**config.mk**
```make
export PLATFORM = sky130hd
export DESIGN_NAME = ff_cacheline_adaptor
export DESIGN_NICKNAME = d
export VERILOG_FILES = /design/src/rtl/ff_cacheline_adaptor_pkg.sv /design/src/rtl/ff_cacheline_adaptor.sv
export SDC_FILE = /design/constraint.sdc
export NUM_CORES = 1
export LEC_CHECK = 0
export ABC_AREA = 1
export ABC_CLOCK_PERIOD_IN_PS = 3200
export BUFFER_PORTS_ARGS = -buffer_cell sky130_fd_sc_hd__buf_4
export CAP_MARGIN = 25
export CORE_AREA = 2 2 276 278
export DETAILED_ROUTE_END_ITERATION = 12
export DIE_AREA = 0 0 278 280
export GPL_ROUTABILITY_DRIVEN = 0
export HOLD_SLACK_MARGIN = 0.02
export PLACE_DENSITY_LB_ADDON = 0.2
export SKIP_CTS_REPAIR_TIMING = 1
export SLEW_MARGIN = 20
export SYNTH_ARGS = -nofsm -noshare
export SYNTH_HDL_FRONTEND = slang
export SYNTH_SLANG_ARGS = --single-unit
```
**constraint.sdc**
```tcl
create_clock -name clk -period 3.2 [get_ports clk]
set_input_delay 0.32 -clock clk [delete_from_list [all_inputs] [get_ports clk]]
set_output_delay 0.32 -clock clk [all_outputs]
set_load 0.05 [all_outputs]
```
**src/rtl/ff_cacheline_adaptor_pkg.sv**
```systemverilog
// Shared constants and state encoding for the cache-line <-> memory-burst adaptor.
// The cache and the memory model pull the same widths from here.
package ff_cacheline_adaptor_pkg;

   localparam int LINE_W     = 256;
   localparam int BURST_W    = 64;
   localparam int BEATS      = LINE_W / BURST_W;
   localparam int LINE_OFF_W = 5;   // log2(LINE_W/8): byte offset inside a line

   typedef enum logic [1:0] {
      IDLE,
      READ,
      WRITE,
      DONE
   } adaptor_state_t;

endpackage

```
**src/rtl/ff_cacheline_adaptor.sv**
```systemverilog
// Turns one 256-bit line fill/writeback from the cache into a burst of
// 64-bit beats on the memory bus and returns a single-cycle line response.
// Every output is a register or a decode of the state register.
module ff_cacheline_adaptor #(
   parameter int LINE_W  = ff_cacheline_adaptor_pkg::LINE_W,
   parameter int BURST_W = ff_cacheline_adaptor_pkg::BURST_W,
   parameter int ADDR_W  = 32
) (
   input  logic                clk,
   input  logic                rst,
   input  logic [ADDR_W-1:0]   line_address_i,
   input  logic                line_read_i,
   input  logic                line_write_i,
   input  logic [LINE_W-1:0]   line_wdata_i,
   output logic [LINE_W-1:0]   line_rdata_o,
   output logic                line_resp_o,
   output logic [ADDR_W-1:0]   burst_address_o,
   output logic                burst_read_o,
   output logic                burst_write_o,
   output logic [BURST_W-1:0]  burst_wdata_o,
   input  logic [BURST_W-1:0]  burst_rdata_i,
   input  logic                burst_resp_i
);

   import ff_cacheline_adaptor_pkg::*;

   localparam int NBEATS = LINE_W / BURST_W;
   localparam int BEAT_W = (NBEATS > 1) ? $clog2(NBEATS) : 1;
   localparam int OFF_W  = $clog2(LINE_W / 8);
   localparam logic [BEAT_W-1:0] LAST_BEAT = BEAT_W'(NBEATS - 1);

   adaptor_state_t      state_q, state_d;
   logic [BEAT_W-1:0]   beat_q,  beat_d;
   logic [ADDR_W-1:0]   addr_q,  addr_d;
   logic [LINE_W-1:0]   wbuf_q,  wbuf_d;
   logic [LINE_W-1:0]   rbuf_q,  rbuf_d;

   // Next-state: request capture in IDLE, one beat per memory ack in READ/WRITE.
   always_comb begin
      state_d = state_q;
      beat_d  = beat_q;
      addr_d  = addr_q;
      wbuf_d  = wbuf_q;
      rbuf_d  = rbuf_q;
      case (state_q)
         IDLE: begin
            // Write wins when both requests are up.
            if (line_write_i || line_read_i) begin
               addr_d  = {line_address_i[ADDR_W-1:OFF_W], {OFF_W{1'b0}}};
               beat_d  = '0;
               state_d = line_write_i ? WRITE : READ;
               if (line_write_i) wbuf_d = line_wdata_i;
            end
         end
         READ: begin
            if (burst_resp_i) begin
               rbuf_d[beat_q*BURST_W +: BURST_W] = burst_rdata_i;
               beat_d = beat_q + 1'b1;
               if (beat_q == LAST_BEAT) state_d = DONE;
            end
         end
         WRITE: begin
            if (burst_resp_i) begin
               beat_d = beat_q + 1'b1;
               if (beat_q == LAST_BEAT) state_d = DONE;
            end
         end
         DONE:    state_d = IDLE;
         default: state_d = IDLE;
      endcase
   end

   // State and datapath registers; reset abandons any burst in flight.
   always_ff @(posedge clk or negedge rst) begin
      if (!rst) begin
         state_q <= IDLE;
         beat_q  <= '0;
         addr_q  <= '0;
         wbuf_q  <= '0;
         rbuf_q  <= '0;
      end else begin
         state_q <= state_d;
         beat_q  <= beat_d;
         addr_q  <= addr_d;
         wbuf_q  <= wbuf_d;
         rbuf_q  <= rbuf_d;
      end
   end

   assign line_rdata_o    = rbuf_q;
   assign line_resp_o     = (state_q == DONE);
   assign burst_read_o    = (state_q == READ);
   assign burst_write_o   = (state_q == WRITE);
   assign burst_address_o = addr_q;
   assign burst_wdata_o   = wbuf_q[beat_q*BURST_W +: BURST_W];

endmodule
```
==> results of run 1 <==
final cells by class:
type / count / area [um2] / area share [%]
multi-input combinational: 1957 / 8460 / 24.0
inverter: 159 / 602 / 1.71
timing repair buffer: 1101 / 9280 / 26.4
tap: 978 / 1220 / 3.48
antenna: 19 / 47.5 / 0.135
clock buffer: 89 / 1760 / 5.00
sequential: 543 / 13600 / 38.6
clock inverter: 20 / 221 / 0.630
cell usage in the layout, fill, tap and decap left out, types with 2 or more instances in the layout:
master,n
a21oi_1,128
clkbuf_8,15
clkbuf_1,14
inv_1,155
inv_2,3
bufinv_16,4
clkinv_2,12
conb_1,5
dfrtp_1,541
o21ai_1,55
nand3_2,2
o21ai_0,229
nor2_1,246
diode_2,19
nand2_2,3
buf_4,744
nand3_1,324
clkbuf_16,60
nand4_1,2
nand2_1,945
nor2_4,3
dlygate4sd3_1,344
ha_1,9
inv_6,2
buf_12,11
worst max-delay path, delay by kind of cell (launching register included):
| family | cells | cell delay (ns) |
|---|---|---|
| AOI/OAI and AO/OA | 1 | 0.16 |
| buffers and inverters | 3 | 0.93 |
| DFF | 1 | 0.49 |
| and+or+nand+nor | 3 | 0.32 |
sequential cells by signal, indices dropped and copies added (netlist names):
| register | cells |
|---|---|
| line_rdata_o | 256 |
| wbuf_q | 256 |
| burst_address_o | 27 |
| beat_q | 2 |
| state_q | 2 |
routing by layer:
layer	up-vias	part of all wire, %	track usage (%)
met5	-	0.16	0
met4	24	4.0	10.9
met3	195	6.5	7.73
met2	672	50	41.0
met1	11187	39	27.6
li1	11050	-	-
power breakdown:
group	switching, W	internal [W]	leakage [nW]
logic	0.0112	0.00436	10.6
registers	0.00114	0.00903	7.01
clock network	0.00295	0.00410	0.983
total	0.0153	0.0175	18.6
worst paths after layout:
kind                                     from                   to  depth (start not counted)
max in group asynchronous                 rst    line_rdata_o[108]                          4
hold reg to reg                   wbuf_q[210]          wbuf_q[210]                          2
setup / recovery                    beat_q[0]     burst_wdata_o[8]                          7
setup reg to reg                    beat_q[0]     line_rdata_o[36]                          7
hold / removal             line_address_i[21]  burst_address_o[21]                          3
min in group asynchronous                 rst    line_rdata_o[129]                          2
metrics by stage:
step | util, % | setup slack, ns
after floorplan | - | 1.16
after global placement | 39.5 | 0.817
after detailed placement | 39.5 | 0.802
after CTS | 42.1 | 0.142
after global routing | 46.8 | 0.0554
final | 46.8 | 0.183
cells by family (layout without fill, tap and decap cells):
| logic type | count (synthesis) | after routing | synth area share (%) |
|---|---|---|---|
| buffers and inverters | 365 | 1369 | 6.43 |
| flip-flops | 543 | 543 | 57.9 |
| AND/OR/NAND/NOR | 1528 | 1528 | 26.3 |
| other | 1 | 24 | 0.0160 |
| AO/OA/AOI/OAI | 413 | 413 | 8.82 |
| adder cells (fa/ha/maj) | 11 | 11 | 0.586 |
==> out/qor.csv, run 1 <==
stage;metric;value;unit
setup_path;crit_arrival;2.70;ns
floorplanning;initial_utilization;31.2;%
route;drtPass1Iterations;5;
synthesis;synth_top_cell_area_share;57.9;%
synthesis;ys_warn_count;0;
clocking;clk_pin_slew;0.06;ns
clocking;cts.sinks;543;
status;violations;negative hold slack;
synthesis;ys_ff_latch;543;
pwr;power;0.0328;W
global_routing;track_usage;24.1;%
place;place_inst;4394;
clocking;cts_buffer_depth;3;
layout;drive_above_1_share;22.5;%
place;hpwl;68500;um
setup_path;reg2reg_slack;0.79;ns
clocking;cts_tree;built;
synthesis;synth_commonest_cells;nand2_1, dfrtp_1, nand3_1, nor2_1, o21ai_0;
setup_path;critPathMaxFanout;121;
timing;fin_tns_setup;0;ns
timing;holdWs;-0.0117;ns
floorplanning;die_w;278;um
global_routing;grt_max_degree;122;
route;viasPerCell;4.75;
timing;fin_worst_skew;0.0250;ns
clocking;clkLatencyLatePin;0.64;ns
synthesis;synth_cell_type_count;21;
layout;area_delta_synth_final;49.8;%
synthesis;synth_area_leaders;dfrtp_1, nand2_1, nand3_1;
floorplanning;fp.dieH;280;um
synthesis;yosysMostFrequentCell;nand2_1;
timing;rsz0062_at_grt;no;
route;drc;0;
route;post_drt_wl_per_cell;20.3;um
timing;period_needed;3.02;ns
flow_run;drv_cap;0;
floorplanning;ios;712;
synthesis;async_reset_ff_share;100;%
clocking;cts-buffers-inserted;60;
synthesis;synth-edff-count;0;
setup_path;crit_chain;inv_6, buf_12, nor2_1, nor2_1, o21ai_0, nand2_1, buf_4;
setup_path;critPathMaxStageDelay;0.49;ns
clocking;cts_root_buf;clkbuf_16;
layout;num-fill-cells;7504;
timing;clock.fmax;331;MHz
pwr;power.density;932;nW/um2
clocking;h-tree-depth;2;
route;drt_iter0_drc;1429;
setup_path;crit_top_cell;nor2_1;
synthesis;yosysSeqAreaShare;57.9;%
global_routing;grt_overflow;0;
layout;finalInstanceArea;35200;um2
place;dpl_cell_area;29700;um2
timing;finalSetupViolCount;0;
setup_path;start_kind;flop;
global_routing;antenna_found_initial;30;
route;wirelength;98700;um
global_routing;grt_pass1_vias;21261;
timing;hold_violations;1;
synthesis;synth_flop_cell;dfrtp_1;
timing;slew_viol_final;0;
route;vias;23128;
floorplanning;row_count;101;
synthesis;syn_inst;2861;
timing;period_share;94.3;%
setup_path;end_kind;output pin;
setup_path;crit_required;2.88;ns
timing;tightest_slew;0.980;ns
layout;final_cells;4866;
timing;slew_headroom;34.6;%
setup_path;worstSetupPathType;flop to output pin;
layout;fin_nets;4190;
pwr;irDropWorstVdd;0.000766;V
floorplanning;core-area;75200;um2
status;status;complete, but fails checks;
floorplanning;dieArea;77800;um2
route;antenna_left;0;
setup_path;critPathSlowestCell;dfrtp_4;
place;io_buffers;701;
synthesis;syn_area_per_cell;8.21;um2
global_routing;grt_pass1_wl;140000;um
synthesis;yosysTopAreaCell;dfrtp_1;
synthesis;synth_area;23500;um2
min_path;hp-class;input port to flop;
pwr;leakage;18.6;nW
Note: power is estimated with default switching activity, not from simulation.
==> run 2, diff against run 1 <==
--- a/config.mk
+++ b/config.mk
@@ -9,6 +9,8 @@
 export ABC_CLOCK_PERIOD_IN_PS = 3200
 export BUFFER_PORTS_ARGS = -buffer_cell sky130_fd_sc_hd__buf_4
 export CAP_MARGIN = 25
+export CELL_PAD_IN_SITES_DETAIL_PLACEMENT = 1
+export CELL_PAD_IN_SITES_GLOBAL_PLACEMENT = 1
 export CORE_AREA = 2 2 276 278
 export DETAILED_ROUTE_END_ITERATION = 12
 export DIE_AREA = 0 0 278 280
==> out/qor.csv, run 2 (synthesis results as in run 1) <==
stage;metric;value;unit
global_routing;grt_use_met1;27.8;%
clocking;cts-buffers-inserted;61;
clocking;h-tree-depth;2;
layout;mostFrequentLayoutCell;nand2_1;
timing;hold_violations;1;
place;dpl_cell_area;29700;um2
layout;drive_above_1_share;22.5;%
route;antenna_left;0;
global_routing;track_usage;25.7;%
layout;finalInstanceArea;35500;um2
route;drt_iter0_drc;1327;
timing;period_needed;3.01;ns
timing;rsz0062_at_grt;no;
pwr;leakage;18.7;nW
timing;fin_tns_setup;0;ns
clocking;cts_tree;built;
timing;period_share;94.0;%
clocking;clk_pin_slew;0.06;ns
floorplanning;dieArea;77800;um2
floorplanning;core-area;75200;um2
clocking;clkLatencyLatePin;0.63;ns
setup_path;reg2reg_slack;0.67;ns
place;dpl_worst_slack;0.710;ns
global_routing;grt_max_degree;147;
place;io_buffers;701;
timing;setup_slack;0.191;ns
global_routing;grt_pass1_wl;152000;um
layout;fin_nets;4184;
setup_path;crit_arrival;2.69;ns
layout;area_delta_synth_final;51.0;%
floorplanning;initial_utilization;31.2;%
route;drtPass1Iterations;7;
min_path;hp-class;input port to flop;
route;drc;0;
route;post_drt_wl_per_cell;22.2;um
global_routing;top_usage_layer;met2;
timing;finalSetupViolCount;0;
setup_path;crit_required;2.88;ns
global_routing;use_met3;7.87;%
global_routing;antenna_found_initial;39;
timing;holdWs;-0.0267;ns
setup_path;critPathMaxFanout;95;
floorplanning;row_count;101;
layout;layout_common_cells;nand2_1, buf_4, dfrtp_1;
setup_path;start_kind;flop;
floorplanning;fp.dieH;280;um
timing;clock.fmax;332;MHz
global_routing;grt_pass1_vias;24307;
place;hpwl;72800;um
floorplanning;die_w;278;um
timing;slew_headroom;39.3;%
timing;tightest_slew;0.910;ns
floorplanning;ios;712;
timing;slew_viol_final;0;
timing;fin_worst_skew;0.0220;ns
route;viasPerCell;4.96;
clocking;cts.sinks;543;
flow_run;drv_cap;0;
status;violations;negative hold slack;
route;vias;24142;
clocking;cts_buffer_depth;3;
status;status;complete, but fails checks;
global_routing;grt_overflow;0;
pwr;irDropWorstVdd;0.000769;V
setup_path;worstSetupPathType;flop to output pin;
route;wirelength;108000;um
global_routing;use_met2;45.6;%
setup_path;end_kind;output pin;
pwr;power.density;951;nW/um2
clocking;cts_root_buf;clkbuf_16;
==> run 2: area by class of cell <==
| cell class | count | area, um2 |
|---|---|---|
| Antenna cell | 28 | 70.1 |
| Clock buffer | 94 | 1890 |
| Clock inverter | 18 | 278 |
| Fill cell | 8825 | 39700 |
| Inverter | 159 | 602 |
| Multi-Input combinational cell | 1957 | 8460 |
| Sequential cell | 543 | 13600 |
| Tap cell | 978 | 1220 |
| Timing Repair Buffer | 1094 | 9330 |
==> run 2: metrics by stage <==
step                      utilization (%)  instances  hold slack (ns)  power (W)
after floorplan                         -       2865           0.0244     0.0200
after global placement               39.6       4384            0.388     0.0254
after detailed placement             39.6       4384            0.391     0.0257
after CTS                            42.4       4496           -0.290     0.0335
after global routing                 47.1       4865           0.0238     0.0355
final                                47.2       4871          -0.0267     0.0337
==> run 2: path summary, 6_finish.rpt <==
kind | start | endpoint | cells past startpoint
worst max-delay path | beat_q[0] | burst_wdata_o[8] | 7
worst min-delay path | line_wdata_i[189] | wbuf_q[189] | 3
worst max register to register | beat_q[0] | line_rdata_o[107] | 5
worst min register to register | wbuf_q[12] | wbuf_q[12] | 2
max in group asynchronous | rst | wbuf_q[189] | 3
min in group asynchronous | rst | line_rdata_o[254] | 2
==> run 2: where the power goes <==
part	switching [W]	leakage, nW	internal, W
logic	0.0114	10.6	0.00439
clock network	0.00300	1.07	0.00460
registers	0.00123	7.01	0.00904
total	0.0157	18.7	0.0180
==> run 2: metal layers <==
metal | share of wire [%] | vias up
li1 | - | 11015
met1 | 38 | 12032
met2 | 52 | 785
met3 | 5.6 | 282
met4 | 4.8 | 28
met5 | 0.16 | -
==> run 2: critical path, cell delays in order, from the launching register on <==
cell and delay [ns]:
dfrtp_4 0.61, inv_6 0.27, buf_12 0.38, nor2_1 0.09, nor2_1 0.10, o21ai_0 0.19
nand2_1 0.14, buf_4 0.20
